--- src/rtl/matrix_pkg.sv ---
// Shared definitions for the matrix add/sub engine.
//   - Opcode constants for add, subtract and absolute difference
//   - Engine state enum (IDLE / RUN / ERR)
//   - op_is_valid(): opcode legality check used when Start is sampled
package matrix_pkg;

    localparam logic [2:0] OP_ADD     = 3'b010;
    localparam logic [2:0] OP_SUB     = 3'b011;
    localparam logic [2:0] OP_ABSDIFF = 3'b100;

    typedef enum logic [1:0] {
        IDLE = 2'b00,
        RUN  = 2'b01,
        ERR  = 2'b10
    } state_t;

    function automatic logic op_is_valid(input logic [2:0] op);
        logic valid;
        case (op)
            OP_ADD, OP_SUB, OP_ABSDIFF: valid = 1'b1;
            default:                    valid = 1'b0;
        endcase
        return valid;
    endfunction

endpackage

--- src/rtl/matrix_lane.sv ---
// One element lane of the matrix engine: purely combinational.
//   op       in  opcode (latched by the top level)
//   a, b     in  signed WIDTH-bit operands
//   result   out WIDTH-bit result (wrapped or clamped)
//   overflow out result did not fit the signed WIDTH-bit range
module matrix_lane
    import matrix_pkg::*;
#(
    parameter int WIDTH = 32,
    parameter bit SAT   = 1'b0
) (
    input  logic [2:0]       op,
    input  logic [WIDTH-1:0] a,
    input  logic [WIDTH-1:0] b,
    output logic [WIDTH-1:0] result,
    output logic             overflow
);

    localparam logic signed [WIDTH:0] MAX_V = {2'b00, {(WIDTH-1){1'b1}}};
    localparam logic signed [WIDTH:0] MIN_V = {2'b11, {(WIDTH-1){1'b0}}};

    logic signed [WIDTH:0] a_ext_s;
    logic signed [WIDTH:0] b_ext_s;
    logic signed [WIDTH:0] diff_s;
    logic signed [WIDTH:0] full_s;
    logic                  over_pos_s;
    logic                  over_neg_s;

    assign a_ext_s = {a[WIDTH-1], a};
    assign b_ext_s = {b[WIDTH-1], b};
    assign diff_s  = a_ext_s - b_ext_s;

    // Exact result in WIDTH+1 bits; |A-B| always fits there.
    always_comb begin
        full_s = {(WIDTH+1){1'b0}};
        case (op)
            OP_ADD:     full_s = a_ext_s + b_ext_s;
            OP_SUB:     full_s = diff_s;
            OP_ABSDIFF: full_s = diff_s[WIDTH] ? -diff_s : diff_s;
            default:    full_s = {(WIDTH+1){1'b0}};
        endcase
    end

    assign over_pos_s = (full_s > MAX_V);
    assign over_neg_s = (full_s < MIN_V);
    assign overflow   = over_pos_s | over_neg_s;

    // Wrapping a magnitude into a negative number is meaningless, so
    // ABSDIFF always clamps at the positive bound, independent of SAT.
    always_comb begin
        if (over_pos_s && (SAT || (op == OP_ABSDIFF))) begin
            result = MAX_V[WIDTH-1:0];
        end else if (over_neg_s && SAT) begin
            result = MIN_V[WIDTH-1:0];
        end else begin
            result = full_s[WIDTH-1:0];
        end
    end

endmodule

--- src/rtl/matrix_addsub_engine.sv ---
// Row-streaming N x N element-wise add / sub / absdiff engine.
//   Clock, ClearAll (sync active-high reset)
//   Start, Operation       : begin an operation (sampled in IDLE)
//   RowValid, RowA, RowB   : input row stream, accepted when RowReady
//   RowReady               : high while in RUN
//   ResultRow, ResultValid : registered result row, one cycle after accept
//   Busy, Done, Error      : status; Error is sticky until next good Start
module matrix_addsub_engine
    import matrix_pkg::*;
#(
    parameter int WIDTH = 32,
    parameter int N     = 4,
    parameter bit SAT   = 1'b0
) (
    input  logic               Clock,
    input  logic               ClearAll,
    input  logic               Start,
    input  logic [2:0]         Operation,
    input  logic               RowValid,
    input  logic [N*WIDTH-1:0] RowA,
    input  logic [N*WIDTH-1:0] RowB,
    output logic               RowReady,
    output logic [N*WIDTH-1:0] ResultRow,
    output logic               ResultValid,
    output logic               Busy,
    output logic               Done,
    output logic               Error
);

    localparam int                CNT_W    = $clog2(N);
    localparam logic [CNT_W-1:0] LAST_ROW = CNT_W'(N - 1);

    state_t             state_q, state_d;
    logic [CNT_W-1:0]   cnt_q, cnt_d;
    logic [2:0]         op_q, op_d;
    logic [N*WIDTH-1:0] result_row_q, result_row_d;
    logic               result_valid_q, result_valid_d;
    logic               done_q, done_d;
    logic               error_q, error_d;

    logic [N*WIDTH-1:0] lane_row_s;
    logic [N-1:0]       lane_ovf_s;
    logic               accept_s;
    logic               last_s;

    for (genvar j = 0; j < N; j++) begin : g_lane
        matrix_lane #(
            .WIDTH (WIDTH),
            .SAT   (SAT)
        ) u_lane (
            .op       (op_q),
            .a        (RowA[j*WIDTH +: WIDTH]),
            .b        (RowB[j*WIDTH +: WIDTH]),
            .result   (lane_row_s[j*WIDTH +: WIDTH]),
            .overflow (lane_ovf_s[j])
        );
    end

    assign accept_s = RowValid & (state_q == RUN);
    assign last_s   = accept_s & (cnt_q == LAST_ROW);

    // State register.
    always_ff @(posedge Clock) begin
        if (ClearAll) begin
            state_q <= IDLE;
        end else begin
            state_q <= state_d;
        end
    end

    // Next-state logic.
    always_comb begin
        state_d = state_q;
        case (state_q)
            IDLE: begin
                if (Start) begin
                    state_d = op_is_valid(Operation) ? RUN : ERR;
                end else begin
                    state_d = IDLE;
                end
            end
            RUN: begin
                if (last_s) begin
                    state_d = IDLE;
                end else begin
                    state_d = RUN;
                end
            end
            ERR:     state_d = IDLE;
            default: state_d = IDLE;
        endcase
    end

    // Datapath / output register next values.
    always_comb begin
        cnt_d          = cnt_q;
        op_d           = op_q;
        result_row_d   = result_row_q;
        result_valid_d = 1'b0;
        done_d         = 1'b0;
        error_d        = error_q;
        if ((state_q == IDLE) && Start) begin
            if (op_is_valid(Operation)) begin
                op_d    = Operation;
                cnt_d   = {CNT_W{1'b0}};
                error_d = 1'b0;
            end else begin
                error_d = 1'b1;
                done_d  = 1'b1;
            end
        end else if (accept_s) begin
            result_row_d   = lane_row_s;
            result_valid_d = 1'b1;
            error_d        = error_q | (|lane_ovf_s);
            done_d         = last_s;
            cnt_d          = last_s ? {CNT_W{1'b0}} : cnt_q + CNT_W'(1);
        end else begin
            result_valid_d = 1'b0;
        end
    end

    // Datapath / output registers.
    always_ff @(posedge Clock) begin
        if (ClearAll) begin
            cnt_q          <= {CNT_W{1'b0}};
            op_q           <= 3'b000;
            result_row_q   <= {(N*WIDTH){1'b0}};
            result_valid_q <= 1'b0;
            done_q         <= 1'b0;
            error_q        <= 1'b0;
        end else begin
            cnt_q          <= cnt_d;
            op_q           <= op_d;
            result_row_q   <= result_row_d;
            result_valid_q <= result_valid_d;
            done_q         <= done_d;
            error_q        <= error_d;
        end
    end

    assign RowReady    = (state_q == RUN);
    assign Busy        = (state_q != IDLE);
    assign ResultRow   = result_row_q;
    assign ResultValid = result_valid_q;
    assign Done        = done_q;
    assign Error       = error_q;

endmodule

--- config.mk ---
export PLATFORM = sky130hd
export DESIGN_NAME = matrix_addsub_engine
export DESIGN_NICKNAME = d
export VERILOG_FILES = /design/src/rtl/matrix_pkg.sv /design/src/rtl/matrix_lane.sv /design/src/rtl/matrix_addsub_engine.sv
export SDC_FILE = /design/constraint.sdc
export NUM_CORES = 1
export LEC_CHECK = 0
export CAP_MARGIN = 20
export CORE_MARGIN = 3
export CORE_UTILIZATION = 35
export DETAILED_ROUTE_END_ITERATION = 10
export SLEW_MARGIN = 25
export SYNTH_ARGS = -nofsm -noshare
export SYNTH_HDL_FRONTEND = slang
export SYNTH_SLANG_ARGS = --single-unit
export TNS_END_PERCENT = 1
--- constraint.sdc ---
create_clock -name Clock -period 4.75 [get_ports Clock]
set_input_delay 0.475 -clock Clock [delete_from_list [all_inputs] [get_ports Clock]]
set_output_delay 0.475 -clock Clock [all_outputs]
set_load 0.01 [all_outputs]
# Word level (Yosys, flattened, before mapping)
# Index checks and enable logic that the tools add are counted.
# W data, S select, Z words.
# op_classes
n_mux,30
n_eq_ne,9
bitwise_logic,8
n_lt_le_gt_ge,8
reduce_logical,14
addsub,13
# ops
cell,n
$pmux W33 S3,4
$add A32 B32 Y33,4
$gt A33 B32 Y1 const B,4
$lt A33 B32 Y1 const B,4
$mux W33,4
$neg A33 Y33,4
$sub A32 B32 Y33,4
$mux W32,4
$eq A3 B2 Y1 const B,4
$mux W2,6
$mux W1,11
$eq A3 B3 Y1 const B,2
$reduce_and A2 Y1,3
$logic_and A1 B1 Y1,5
$or A1 B1 Y1,5
$pmux W2 S2,1
$reduce_bool A2 Y1,2
$reduce_or A4 Y1,1
$reduce_or A3 Y1,1
$add A2 B1 Y2 const B,1
$and A1 B1 Y1,2
$eq A2 B1 Y1 const B,1
$eq A2 B2 Y1 const B,1
$logic_not A2 Y1,1
other kinds (3),3
# word_totals
input_bits,263
reg_bits,138
out_inout_bits,133

# Longest topological paths before layout
# logic_depth
word_depth,10
mapped_depth,19
mapped_depth_nobuf,16

# Modules after synthesis
# From an unflattened synthesis, not the netlist that was laid out.
# hier_totals
hier_cells,4004
hier_area_um2,27954.3
# modules_own_cells
mod,area_each_um2,n_inst,cells_each,seq_area_each_um2
matrix_lane at g_lane[1].u_lane ...,5683.0,2,840,0.0
matrix_lane at g_lane[0].u_lane,6013.3,1,888,0.0
matrix_lane at g_lane[3].u_lane,5735.5,1,828,0.0
matrix_addsub_engine,4839.6,1,608,2762.6

# Least setup slack after synthesis
# No wires, ideal clock.
# synth_path
path_type,input port to flip-flop
startpoint,in RowA[64]
endpoint,reg result_row_q[67] (netlist: ResultRow[67])
stages,17
t_arrival_ns,4.392
path_slack_ns,0.226
cell_sequence,inv_1 > ha_1 > fa_1 > nand2b_1 > a211o_1 > and2_2 > xnor2_1 > or4_1 > nor4b_4 > nand2_1 > or3_4 > or4_1 > and3_4 > and3_4 > buf_6 > a221oi_2 > o21ai_1
# synth_via
elab_chain_len,7
word_cells_on_any_way,8
cone_classes,3 x add/sub; 1 x order compare; 3 x mux; 1 x reduce/logical
# synth_rtl
element,line_no,source
start: declaration,matrix_addsub_engine.sv:20,"input logic [N*WIDTH-1:0] RowA,"
$sub A32 B32 Y33,matrix_lane.sv:31,assign diff_s = a_ext_s - b_ext_s;
$neg A33 Y33,matrix_lane.sv:39,OP_ABSDIFF: full_s = diff_s[WIDTH] ? -diff_s : diff_s;
$mux W33,matrix_lane.sv:39,
$pmux W33 S3 (*),matrix_lane.sv:36,case (op)
$gt A33 B32 Y1,matrix_lane.sv:44,assign over_pos_s = (full_s > MAX_V);
$logic_and A1 B1 Y1,matrix_lane.sv:51,if (over_pos_s && (SAT || (op == OP_ABSDIFF))) begin
$mux W32 (*),matrix_lane.sv:51,
end signal: assignment,matrix_addsub_engine.sv:127,result_row_q <= {(N*WIDTH){1'b0}};
end signal: assignment,matrix_addsub_engine.sv:134,result_row_q <= result_row_d;
end: declaration,matrix_addsub_engine.sv:36,"logic [N*WIDTH-1:0] result_row_q, result_row_d;"
# Every way passes the cells marked *; elsewhere a longest branch is shown, timed or not.
# A chain may end at the register's enable or synchronous reset.

# Final worst setup path
# layout_path
startpoint,in RowA[64]
endpoint,reg result_row_q[80] (netlist: ResultRow[80])
# The elaborated chain is that of the path after synthesis.

==> flow_summary.toml <==
[route]
routedWlPerCell_um = 20.33
antenna_left = 0
drtPass1Iterations = 5
drc = 0
drt-initial-drc-count = 2250
vias_per_cell = 5.599
route.vias.total = 29860
routed_wl_um = 108400

[logic_synthesis]
synthTopCellsByArea = "ha_1 13%, dfxtp_1 11%, xnor2_1 8.8%"
synth.avg_cell_area_um2 = 6.954
yosysMostFrequentCell = "nor2_1"
synth_edf_count = 0
ys_ff_latch = 138
ys_async_sr_fraction = 0
synth-seq-area-share = 0.1115
synth_warnings = 0
yosysTopAreaCellShare = 0.1318
syn_nets = 4096
synth_common_cells = "416 x nor2_1, 335 x a21oi_1, 261 x ha_1"
synth.distinct_cells = 113
syn_inst = 3564
yosysTopAreaCell = "ha_1"
ys.flop_type = "dfxtp_1"
synthesis.area_um2 = 24780

[critical_path]
cp_cell_sequence = "clkdlybuf4s50_1, inv_1, ha_1, fa_2, nand2b_4, a211o_4, a21bo_2, o41ai_2, buf_4, a21oi_1, xnor2_1, or4_4, or3_4, or4_1, and3_4, a31oi_4, clkbuf_16, a211oi_1"
r2r_slack_ns = 1.78
cp.arrival_ns = 4.96
worstReg2RegEnd = "ResultRow[119]"
crit_slowest_cell = "clkdlybuf4s50_1"
slowest_delay_ns = 0.47
endpoint_kind = "flip-flop"
cp-start-kind = "input pin"
critPathCapture = "ResultRow[80]"
reg2reg_depth = 10
crit_type = "in2reg"
timing.rr.start = "op_q[1]"
cp-startpoint = "RowA[64]"
required_ns = 5.08
cp_max_fo = 6

[outcome]
status = "completed"

[cts]
holdBufCountCts = 0
clk_pin_slew_ns = 0.06
cts_sinks = 138
clockRootBuffer = "clkbuf_16"
clkLatencyLatePin_ns = 0.50
numCtsBuffers = 17
htreeDepth = 4
clock_path_buffers = 2
cts_tree = "built"

[timing]
setup_viol = 0
worst_slew_pin_slew_ns = 0.9435
rsz0062_at_grt = "true"
max_freq_ghz = 0.2159
relSlewSlack = 0.3710
final.period_utilization = 0.9751
fin_skew_ns = 0.01411
hold_viol_final = 0
finalMaxSlewViolations = 0
setup_tns_ns = 0
period_needed_ns = 4.632

[die]
die_w_um = 272.1
io_pins = 396
initial_core_util = 0.3570
fp.dieH_um = 272.1
rows = 96
coreArea_um2 = 69430
dieArea_um2 = 74040

[global_routing]
grt_use_total = 0.2814
overflow = 0
grt_max_degree = 71
grt_antenna_before_repair = 8
grt_pass1_vias = 28620
grt_pass1_wl_um = 165100

[final_layout]
fin_cells = 5333
post-route-util = 0.4994
fillers = 7149
drive_above_1_share = 0.1804
nets = 4917
area_growth_pct = 39.89

[placed_design]
dp_hpwl_um = 87350
port-buffer-count = 395
dp.cells = 5294
globalplace.congestion = 0.9469

[pwr]
p_leak_nw = 14.40
peakVddDrop_mv = 0.2572
powerDensity_nw_per_um2 = 213.6

[hold_path]
hold_path_class = "reg2reg"

[job]
cap_viol_max_count = 0
-- report_power, final --
group | switching [mW] | internal, mW
clock network | 0.630 | 0.927
logic | 2.48 | 2.13
registers | 0.0325 | 1.20
-- metrics by stage --
step           cell area (um^2)  setup slack, ns  power, mW  hold WS (ns)
5_1_grt                   34660         -0.02545      7.855        0.4809
3_5_place_dp              33740          -0.5854      5.737        0.4408
3_3_place_gp              33740          -0.6575      5.737        0.4389
2_1_floorplan             24780           0.2256      3.856        0.4246
4_1_cts                   34370          0.01058      7.324        0.4489
6_report                  34670           0.1182      7.404        0.4452
-- layout by cell type, fill, tap and decap left out, types with 11 or more instances in the layout --
cell,netlist,layout
ha_1,261,261
clkbuf_16,0,18
nand4_1,29,29
a22oi_1,55,55
o21bai_1,49,49
dfxtp_1,138,137
xor2_1,68,68
buf_4,12,624
nor2b_1,30,27
and2_1,24,23
a21boi_0,11,11
o31ai_1,35,32
xnor2_1,248,245
a21oi_1,335,333
a221oi_1,24,24
o21ai_1,15,16
o221ai_1,16,16
nand2_1,227,225
nor4_1,28,26
o211ai_1,43,43
nand3_1,70,69
a311oi_1,37,36
o22ai_1,45,45
nor3b_1,13,12
mux2i_1,14,14
a22o_1,23,23
a21o_1,45,45
o21a_1,37,36
nand2b_1,44,40
nor3_1,85,83
or3_1,26,26
a31oi_1,55,55
a211oi_1,90,89
clkdlybuf4s50_1,0,394
o2111ai_1,11,11
nor2_1,416,411
o21ai_0,179,177
or2_2,15,15
inv_1,254,253
and3_1,25,25
-- sequential cells by signal (all words and copies together) (netlist names) --
register and count:
Error 1, Done 1, ResultValid 1, cnt_q 2, state_q 2, ResultRow 128, op_q 3
-- worst min path at each step --
stage / from / to / slack, ns / depth (start not counted)
after CTS: state_q[1] / state_q[0] / 0.45 / 1
after floorplan: state_q[1] / state_q[0] / 0.42 / 1
final: state_q[1] / state_q[0] / 0.45 / 1
after detailed placement: state_q[1] / state_q[0] / 0.44 / 1
after global placement: state_q[1] / state_q[0] / 0.44 / 1
after global routing: state_q[1] / state_q[0] / 0.48 / 1
-- final cells by class --
type                            count  area [um^2]  share of cell area
Inverter                          255        957.2             0.02761
Sequential cell                   138         2766             0.07979
Timing Repair Buffer             1025         8751              0.2524
Tap cell                          931         1165             0.03360
Clock inverter                      8        140.1            0.004042
Clock buffer                       23        488.0             0.01407
Antenna cell                        5        12.51           0.0003609
Multi-Input combinational cell   2948        20390              0.5881
-- logic make-up (layout without fill, tap and decap cells) --
logic type	after synthesis	in the layout	synth area share
flops	138	138	0.1115
compound gates	1252	1252	0.3432
fa+ha+maj	269	269	0.1382
other cells	0	5	0
xor+xnor	316	316	0.1117
simple gates	1096	1096	0.2120
buf+inv	478	1311	0.07729
mux	15	15	0.006108
-- worst max-delay path, delay by kind of cell --
| family | cells | cell delay (ns) |
|---|---|---|
| compound gates | 6 | 1.24 |
| xor+xnor | 1 | 0.16 |
| fa+ha+maj | 2 | 0.55 |
| buf+inv | 4 | 0.91 |
| simple gates | 5 | 1.61 |
-- layer usage --
| metal | wire, um | GRT usage | vias up |
|---|---|---|---|
| met5 | 27 | 0 | - |
| met4 | 2501 | 0.07117 | 4 |
| met3 | 7179 | 0.04255 | 131 |
| met2 | 49730 | 0.4665 | 1023 |
| met1 | 48990 | 0.3812 | 14140 |
| li1 | - | - | 14560 |
-- timing repair --
action / in CTS / in global routing
gates resized for setup: 1 / 49
buffers inserted: 0 / 2
setup endpoints to repair: 1 / 122
pin swaps: 0 / 15
cloned: 0 / 1
hold endpoints to repair: 0 / 0
Note: power is estimated with default switching activity, not from simulation.
